### config.mk
export PLATFORM = sky130hd
export DESIGN_NAME = ahb_burst_tracker_flat
export DESIGN_NICKNAME = d
export VERILOG_FILES = /design/src/rtl/ahb_burst_tracker_if.sv /design/src/rtl/ahb_burst_tracker.sv /design/src/flat_wrapper.sv
export SDC_FILE = /design/constraint.sdc
export NUM_CORES = 1
export LEC_CHECK = 0
export CORE_AREA = 2 2 81 83
export CTS_CLUSTER_SIZE = 10
export DETAILED_ROUTE_END_ITERATION = 16
export DIE_AREA = 0 0 83 85
export PLACE_DENSITY = 0.8
export SLEW_MARGIN = 20
export SYNTH_ARGS = -nofsm -noshare
export SYNTH_HDL_FRONTEND = slang
export SYNTH_SLANG_ARGS = --single-unit
### constraint.sdc
create_clock -name clk -period 2.8 [get_ports clk]
set_clock_uncertainty 0.15 [all_clocks]
set_input_delay 0.42 -clock clk [delete_from_list [all_inputs] [get_ports clk]]
set_output_delay 0.42 -clock clk [all_outputs]
set_load 0.05 [all_outputs]
### src/rtl/ahb_burst_tracker_if.sv
// AHB-Lite address-phase pins plus the data-phase beat report produced by the tracker.
// The master side drives the bus pins; the slave side is the tracker itself.
interface ahb_burst_tracker_if #(
    parameter int ADDR_W     = 32,
    parameter int LINE_BYTES = 16
);
    localparam int OFF_W = $clog2(LINE_BYTES);

    logic [ADDR_W-1:0] haddr;
    logic [1:0]        htrans;
    logic [2:0]        hburst;
    logic [2:0]        hsize;
    logic              hwrite;
    logic              hready;

    logic [ADDR_W-1:0] read_addr;
    logic [OFF_W-1:0]  read_offset;
    logic [1:0]        trans_out;
    logic              data_valid;
    logic [4:0]        beat_idx;
    logic              burst_done;
    logic              early_term;
    logic              err;

    // An address phase is taken only when hready is high and htrans is NONSEQ/SEQ;
    // every data-phase output describes the phase taken on the previous clock.
    modport master (
        output haddr, htrans, hburst, hsize, hwrite, hready,
        input  read_addr, read_offset, trans_out, data_valid, beat_idx,
               burst_done, early_term, err
    );

    modport slave (
        input  haddr, htrans, hburst, hsize, hwrite, hready,
        output read_addr, read_offset, trans_out, data_valid, beat_idx,
               burst_done, early_term, err
    );
endinterface

### src/rtl/ahb_burst_tracker.sv
// AHB-Lite burst tracker for the I-cache slave port: follows every burst type, generates
// the per-beat address and reports beat progress, completion and errors in the data phase.
module ahb_burst_tracker #(
    parameter int ADDR_W     = 32,
    parameter int DATA_W     = 32,
    parameter int LINE_BYTES = 16
) (
    input  logic               clk,
    input  logic               rst,
    ahb_burst_tracker_if.slave bus,
    output logic               dbg_state_o
);
    localparam int                BB       = DATA_W / 8;
    localparam int                OFF_W    = $clog2(LINE_BYTES);
    localparam int                ALIGN_W  = $clog2(BB);
    localparam logic [2:0]        SIZE_ENC = 3'(ALIGN_W);
    localparam logic [ADDR_W-1:0] BB_A     = ADDR_W'(BB);
    localparam logic [ADDR_W-1:0] ONE_A    = ADDR_W'(1);
    localparam logic [1:0]        TR_IDLE   = 2'd0;
    localparam logic [1:0]        TR_NONSEQ = 2'd2;
    localparam logic [1:0]        TR_SEQ    = 2'd3;

    typedef enum logic {S_IDLE, S_ACTIVE} state_t;

    state_t            state_q, state_d;
    logic [ADDR_W-1:0] cur_addr_q, cur_addr_d;
    logic [4:0]        beat_q, beat_d;
    logic [4:0]        total_q, total_d;
    logic              wrap_q, wrap_d;

    logic [ADDR_W-1:0] rd_addr_q, rd_addr_d;
    logic [1:0]        trans_q, trans_d;
    logic              dv_q, dv_d;
    logic [4:0]        idx_q, idx_d;
    logic              done_q, done_d;
    logic              et_q, et_d;
    logic              err_q, err_d;

    logic              accept, is_nonseq, is_seq, bad;
    logic              nonseq_ok, seq_ok, seq_final, bounded_open, idle_req;
    logic [4:0]        new_total, beat_inc;
    logic              new_wrap;
    logic [ADDR_W-1:0] wmask, seq_addr;

    assign accept    = bus.hready & bus.htrans[1];
    assign is_nonseq = (bus.htrans == TR_NONSEQ);
    assign is_seq    = (bus.htrans == TR_SEQ);
    assign bad       = accept & (bus.hwrite | (bus.hsize != SIZE_ENC) |
                                 (is_seq & (state_q == S_IDLE)) |
                                 (is_nonseq & (|bus.haddr[ALIGN_W-1:0])));
    assign nonseq_ok = accept & is_nonseq & ~bad;
    assign seq_ok    = accept & is_seq & (state_q == S_ACTIVE) & ~bad;
    assign idle_req  = bus.hready & (bus.htrans == TR_IDLE);

    always_comb begin
        new_total = 5'd0;
        case (bus.hburst)
            3'd0:       new_total = 5'd1;
            3'd1:       new_total = 5'd0;
            3'd2, 3'd3: new_total = 5'd4;
            3'd4, 3'd5: new_total = 5'd8;
            default:    new_total = 5'd16;
        endcase
    end
    assign new_wrap = (bus.hburst == 3'd2) | (bus.hburst == 3'd4) | (bus.hburst == 3'd6);

    // Wrap boundary is total*BB bytes; only the bits inside it advance, the rest stay put.
    assign wmask     = (ADDR_W'(total_q) << ALIGN_W) - ONE_A;
    assign seq_addr  = wrap_q ? ((cur_addr_q & ~wmask) | ((cur_addr_q + BB_A) & wmask))
                              : (cur_addr_q + BB_A);
    assign beat_inc  = (beat_q == 5'd31) ? 5'd31 : (beat_q + 5'd1);
    assign seq_final = (total_q != 5'd0) && (beat_inc == total_q);
    assign bounded_open = (state_q == S_ACTIVE) && (total_q != 5'd0);

    always_ff @(posedge clk or posedge rst) begin
        if (rst) begin
            state_q    <= S_IDLE;
            cur_addr_q <= '0;
            beat_q     <= '0;
            total_q    <= '0;
            wrap_q     <= 1'b0;
            rd_addr_q  <= '0;
            trans_q    <= TR_IDLE;
            dv_q       <= 1'b0;
            idx_q      <= '0;
            done_q     <= 1'b0;
            et_q       <= 1'b0;
            err_q      <= 1'b0;
        end else begin
            state_q    <= state_d;
            cur_addr_q <= cur_addr_d;
            beat_q     <= beat_d;
            total_q    <= total_d;
            wrap_q     <= wrap_d;
            rd_addr_q  <= rd_addr_d;
            trans_q    <= trans_d;
            dv_q       <= dv_d;
            idx_q      <= idx_d;
            done_q     <= done_d;
            et_q       <= et_d;
            err_q      <= err_d;
        end
    end

    always_comb begin
        state_d    = state_q;
        cur_addr_d = cur_addr_q;
        beat_d     = beat_q;
        total_d    = total_q;
        wrap_d     = wrap_q;
        if (nonseq_ok) begin
            cur_addr_d = bus.haddr;
            beat_d     = 5'd1;
            total_d    = new_total;
            wrap_d     = new_wrap;
            state_d    = (new_total == 5'd1) ? S_IDLE : S_ACTIVE;
        end else if (seq_ok) begin
            cur_addr_d = seq_addr;
            beat_d     = beat_inc;
            state_d    = seq_final ? S_IDLE : S_ACTIVE;
        end else if (accept & is_nonseq) begin
            state_d = S_IDLE;
        end else if (idle_req) begin
            state_d = S_IDLE;
        end
    end

    // Non-accepting cycles keep address and beat index; only the pulses and valid drop.
    always_comb begin
        rd_addr_d = rd_addr_q;
        idx_d     = idx_q;
        trans_d   = TR_IDLE;
        dv_d      = 1'b0;
        done_d    = 1'b0;
        et_d      = 1'b0;
        err_d     = bad;
        if (nonseq_ok) begin
            rd_addr_d = bus.haddr;
            idx_d     = 5'd1;
            trans_d   = TR_NONSEQ;
            dv_d      = 1'b1;
            done_d    = (new_total == 5'd1);
            et_d      = bounded_open;
        end else if (seq_ok) begin
            rd_addr_d = seq_addr;
            idx_d     = beat_inc;
            trans_d   = TR_SEQ;
            dv_d      = 1'b1;
            done_d    = seq_final;
        end else if (idle_req) begin
            et_d = bounded_open;
        end
    end

    assign bus.read_addr   = rd_addr_q;
    assign bus.read_offset = rd_addr_q[OFF_W-1:0];
    assign bus.trans_out   = trans_q;
    assign bus.data_valid  = dv_q;
    assign bus.beat_idx    = idx_q;
    assign bus.burst_done  = done_q;
    assign bus.early_term  = et_q;
    assign bus.err         = err_q;
    assign dbg_state_o     = (state_q == S_ACTIVE);
endmodule

### src/flat_wrapper.sv
// flat-port wrapper written by rule: the top's interface ports become plain ports
module ahb_burst_tracker_flat 
#(
    parameter int ADDR_W     = 32,
    parameter int DATA_W     = 32,
    parameter int LINE_BYTES = 16
)
  (clk, rst, dbg_state_o, bus_haddr, bus_htrans, bus_hburst, bus_hsize, bus_hwrite, bus_hready, bus_read_addr, bus_read_offset, bus_trans_out, bus_data_valid, bus_beat_idx, bus_burst_done, bus_early_term, bus_err);
  ahb_burst_tracker_if #(.ADDR_W(ADDR_W), .LINE_BYTES(LINE_BYTES)) bus_i ();
  input  logic clk;
  input  logic rst;
  output logic dbg_state_o;
  input wire logic [$bits(bus_i.haddr)-1:0] bus_haddr;
  input wire logic [$bits(bus_i.htrans)-1:0] bus_htrans;
  input wire logic [$bits(bus_i.hburst)-1:0] bus_hburst;
  input wire logic [$bits(bus_i.hsize)-1:0] bus_hsize;
  input wire logic [$bits(bus_i.hwrite)-1:0] bus_hwrite;
  input wire logic [$bits(bus_i.hready)-1:0] bus_hready;
  output wire logic [$bits(bus_i.read_addr)-1:0] bus_read_addr;
  output wire logic [$bits(bus_i.read_offset)-1:0] bus_read_offset;
  output wire logic [$bits(bus_i.trans_out)-1:0] bus_trans_out;
  output wire logic [$bits(bus_i.data_valid)-1:0] bus_data_valid;
  output wire logic [$bits(bus_i.beat_idx)-1:0] bus_beat_idx;
  output wire logic [$bits(bus_i.burst_done)-1:0] bus_burst_done;
  output wire logic [$bits(bus_i.early_term)-1:0] bus_early_term;
  output wire logic [$bits(bus_i.err)-1:0] bus_err;
  assign bus_i.haddr = bus_haddr;
  assign bus_i.htrans = bus_htrans;
  assign bus_i.hburst = bus_hburst;
  assign bus_i.hsize = bus_hsize;
  assign bus_i.hwrite = bus_hwrite;
  assign bus_i.hready = bus_hready;
  assign bus_read_addr = bus_i.read_addr;
  assign bus_read_offset = bus_i.read_offset;
  assign bus_trans_out = bus_i.trans_out;
  assign bus_data_valid = bus_i.data_valid;
  assign bus_beat_idx = bus_i.beat_idx;
  assign bus_burst_done = bus_i.burst_done;
  assign bus_early_term = bus_i.early_term;
  assign bus_err = bus_i.err;
  ahb_burst_tracker #(.ADDR_W(ADDR_W), .DATA_W(DATA_W), .LINE_BYTES(LINE_BYTES)) u_core (.clk(clk), .rst(rst), .bus(bus_i), .dbg_state_o(dbg_state_o));
endmodule
== Word level (Yosys, flattened, before mapping) ==
Cells that the tools add are included.
Word-level totals
  flip-flop bits (word level): 50
  logic and storage cells: 78
Cells by class
  add/sub/neg operators: 3
  eq/ne operators: 12
  multiplexer cells: 22
  bitwise operators: 21
  reductions and logical operators: 10
Operator list (number)
  $mux 32: 3
  $and 32x32->32: 2
  $add 32x3->32 const B: 1
  $not 32->32: 1
  $or 32x32->32: 1
  $pmux 5 s4: 1
  $mux 5: 3
  $mux 1: 13
  $and 1x1->1: 10
  $eq 3x3->1 const B: 3
  $sub 7x1->8 const B: 1
  $eq 3x2->1 const B: 2
  $reduce_or 2->1: 3
  $add 5x1->5 const B: 1
  $eq 5x1->1 const B: 1
  $eq 5x5->1: 1
  $eq 5x5->1 const B: 1
  $or 1x1->1: 5
  $reduce_bool 5->1: 1
  $eq 2x2->1 const B: 2
  $mux 2: 2
  $reduce_bool 4->1: 1
  $eq 3x1->1 const B: 1
  $logic_not 3->1: 1
  5 further kinds: 7

== Logic depth before layout (Yosys ltp) ==
  depth in word-level cells: 9
  mapped depth: 7
  gate-level depth less buffers: 6

== Worst setup path before layout ==
OpenSTA, ideal clock, no wires.
  path kind: reg2reg
  from: register with a tool-made name
  to: register with a tool-made name
  arrival time: 2.182 ns
  required time: 2.580 ns
  path slack: 0.398 ns
  cell stages (with the launch flop): 7
  path buffers: 1
  period minus slack after synthesis: 2.402 ns
  path through: dfrtp_1 -> nand4_1 -> nor4_2 -> clkbuf_1 -> nand4_1 -> or3_1 -> nand3_1

==> impl_metrics.py <==
metrics = {
    "sta": {
        "final_min_period_over_clock_period_pct": 87.1,
        "timing.final.max_slew_violations": 0,
        "worst_hold_slack_ps": 365,
        "timing.fmax_mhz": 410,
        "final_count_of_negative_setup_slack_endpoints": 0,
        "finalHoldViolations": 0,
        "setup_total_negative_slack_ps": 0,
        "period_minus_slack_ps": 2440,
        "max-slew-margin-rel_pct": 56.0,
        "tightestPinTransition_ps": 655,
        "rsz0062_at_grt": "false",
    },
    "clock_network": {
        "clock_tree_from_tritoncts": "yes",
        "cts_hold_buf": 0,
        "clk_pin_slew_worst_paths_ps": 90,
        "cts_inserted_buffers": 5,
        "cts_resized": 0,
        "clkLatencyLatePin_ps": 300,
        "ctsLongestPathBuffers": 2,
        "cts.sink_count": 48,
        "root_buffer": "sky130_fd_sc_hd__clkbuf_8",
        "h-tree-depth": 2,
        "postCtsSetupRepairBufs": 0,
    },
    "detailed_routing": {
        "total_length_of_routed_wires_um": 8200,
        "wl_per_cell_um": 16.4,
        "ant_nets": 0,
        "remaining_drc_errors": 0,
        "dr_total_vias": 2906,
        "viasPerCell": 5.81,
        "drtPass1Iterations": 4,
        "drt_iter0_markers": 130,
    },
    "floorplanning": {
        "fp.dieArea_um2": 7060,
        "die_h_um": 85,
        "core_area_um2": 6200,
        "die_width_um": 83,
        "ioPinCount": 92,
        "start_util_pct": 46.0,
        "rows": 29,
    },
    "yosys": {
        "yosysUniqueCellTypes": 51,
        "async_flop_share_pct": 100,
        "postSynth.topFlopCell": "sky130_fd_sc_hd__dfrtp_1",
        "synth-edff-count": 0,
        "synth_top_cells_by_area": "sky130_fd_sc_hd__dfrtp_1 (42%), sky130_fd_sc_hd__nand2_1 (6.0%), sky130_fd_sc_hd__nand3_1 (5.4%), sky130_fd_sc_hd__o21ai_0 (4.4%), sky130_fd_sc_hd__xnor2_1 (4.0%)",
        "synth.largest_area_cell": "sky130_fd_sc_hd__dfrtp_1",
        "netlist_instances": 328,
        "synth_sequential_area_ratio_pct": 42.1,
        "ys_seq_elements": 48,
        "synth.cell_area_um2": 2860,
        "synth_nets": 375,
        "syn-mean-instance-area_um2": 8.70,
        "area_fraction_of_the_dominant_cell_type_after_synthesis_pct": 42.1,
        "yosysWarningCount": 0,
    },
    "setup_path": {
        "crit_path_max_fanout": 4,
        "critical_path_arrival_ps": 2520,
        "path_class": "in -> reg",
        "timing.critical_path.from_type": "input port",
        "r2r_slack_ps": 400,
        "cp_data_required_time_ps": 2880,
        "critical_path.endpoint_type": "flip-flop",
    },
    "outcome": {
        "run_status": "completed",
    },
    "placed_design": {
        "place.port_buffers": 91,
        "place.gp.congestion": 0.906,
        "hpwl_um": 6010,
        "postPlaceCellArea_um2": 3890,
    },
    "pwr": {
        "worst_ir_drop_vdd_v": 0.000198,
        "cellLeakagePower_nw": 1.59,
        "p_per_area_nw_per_um2": 372,
        "report.power.total_mw": 1.48,
    },
    "cells_and_area": {
        "drive_gt1_share_pct": 7.80,
        "fillCellCount": 532,
        "antenna-diode-count": 0,
        "area_growth_pct": 39.6,
        "nNetsFinal": 469,
        "layout.core_utilization_pct": 64.2,
        "final_cell_area_um2": 3990,
    },
    "grt": {
        "grt_start_max_net_pins": 49,
        "antenna_found_initial": 0,
        "number_of_global_route_vias_before_repair": 2870,
        "grt_pass1_wl_um": 13900,
        "grt.total_usage_pct": 23.9,
        "grt_remaining_overflow": 0,
    },
    "min_path": {
        "worst_hold_path_type": "reg -> reg",
    },
    "run": {
        "cap_viol_max_count": 0,
    },
}
-- critical path, stage by stage --
cell                              delay, ps
sky130_fd_sc_hd__clkdlybuf4s50_1        460
sky130_fd_sc_hd__or4b_4                 580
sky130_fd_sc_hd__nor4_4                 350
sky130_fd_sc_hd__nand3_1                180
sky130_fd_sc_hd__or3_1                  360
sky130_fd_sc_hd__a31oi_1                160
-- cell usage in the layout, fill, tap and decap left out, types with 13 or more instances in the layout --
cell type	netlist	layout
sky130_fd_sc_hd__dfrtp_1	48	48
sky130_fd_sc_hd__nand4_1	14	14
sky130_fd_sc_hd__nor2_1	17	17
sky130_fd_sc_hd__o21ai_0	25	25
sky130_fd_sc_hd__nand3_1	31	31
sky130_fd_sc_hd__a21oi_1	13	13
sky130_fd_sc_hd__nand2_1	46	46
sky130_fd_sc_hd__clkdlybuf4s50_1	0	91
sky130_fd_sc_hd__buf_4	5	16
sky130_fd_sc_hd__xnor2_1	13	13
-- area by class of cell --
type,instances,area (µm²),share of cell area [%]
Sequential cell,48,1200,30.1
Timing Repair Buffer,107,1030,25.9
Multi-Input combinational cell,252,1530,38.4
Clock inverter,2,15.0,0.377
Clock buffer,6,82.6,2.07
Inverter,8,30.0,0.754
Tap cell,77,96.3,2.42
-- routing by layer --
layer / up-vias / share of wire [%] / wire, µm / track usage [%]
li1: 1392 / - / - / -
met1: 1386 / 44 / 3640 / 32.7
met2: 118 / 48 / 3940 / 39.1
met3: 10 / 6.2 / 510 / 4.86
met4: 0 / 1.5 / 120 / 6.71
met5: - / 0 / 0 / 0
-- path summary, 6_finish.rpt --
path,to,startpoint,cells past startpoint
worst max-delay path,flip-flop,bus_hsize[0],6
worst min-delay path,u_core.cur_addr_q[0]$_DFFE_PP0P_,u_core.cur_addr_q[0]$_DFFE_PP0P_,1
worst max register to register,flip-flop,flip-flop,6
worst min register to register,u_core.cur_addr_q[0]$_DFFE_PP0P_,u_core.cur_addr_q[0]$_DFFE_PP0P_,1
max in group asynchronous,asynchronous set/reset pin,rst,3
min in group asynchronous,u_core.cur_addr_q[0]$_DFFE_PP0P_,rst,3
-- through the flow --
| stage | worst slack (ps) | cells |
|---|---|---|
| after detailed placement | 57.2 | 492 |
| after CTS | 367 | 500 |
| final | 360 | 500 |
| after global placement | 109 | 492 |
| after floorplan | 398 | 328 |
| after global routing | 137 | 500 |
-- power by group --
part	internal [mW]	total [mW]	switching (mW)	leakage, nW
registers	0.717	0.758	0.0406	0.633
clock network	0.200	0.444	0.244	0.0434
logic	0.126	0.282	0.156	0.914
total	1.04	1.48	0.441	1.59
-- cells in the mapped netlist, drive strengths merged (5+ instances only) --
| cell type | n |
|---|---|
| clkbuf | 15 |
| nor2 | 17 |
| dfrtp | 48 |
| or3 | 5 |
| a21oi | 13 |
| nor3 | 10 |
| nand2 | 46 |
| nand4 | 14 |
| xnor2 | 13 |
| nand3 | 31 |
| buf | 5 |
| o21ai | 25 |
| inv | 8 |
| nor4 | 6 |
| xor2 | 6 |
| a31oi | 6 |
| and3 | 9 |
-- kinds of logic after synthesis --
logic type | synth area share [%]
multiplexers | 1.05
flip-flops | 42.1
AO/OA/AOI/OAI | 16.2
XOR/XNOR | 5.83
buffers and inverters | 4.38
AND/OR/NAND/NOR | 29.1
adder cells (fa/ha/maj) | 1.31
Power figures use the tool's default switching activity.
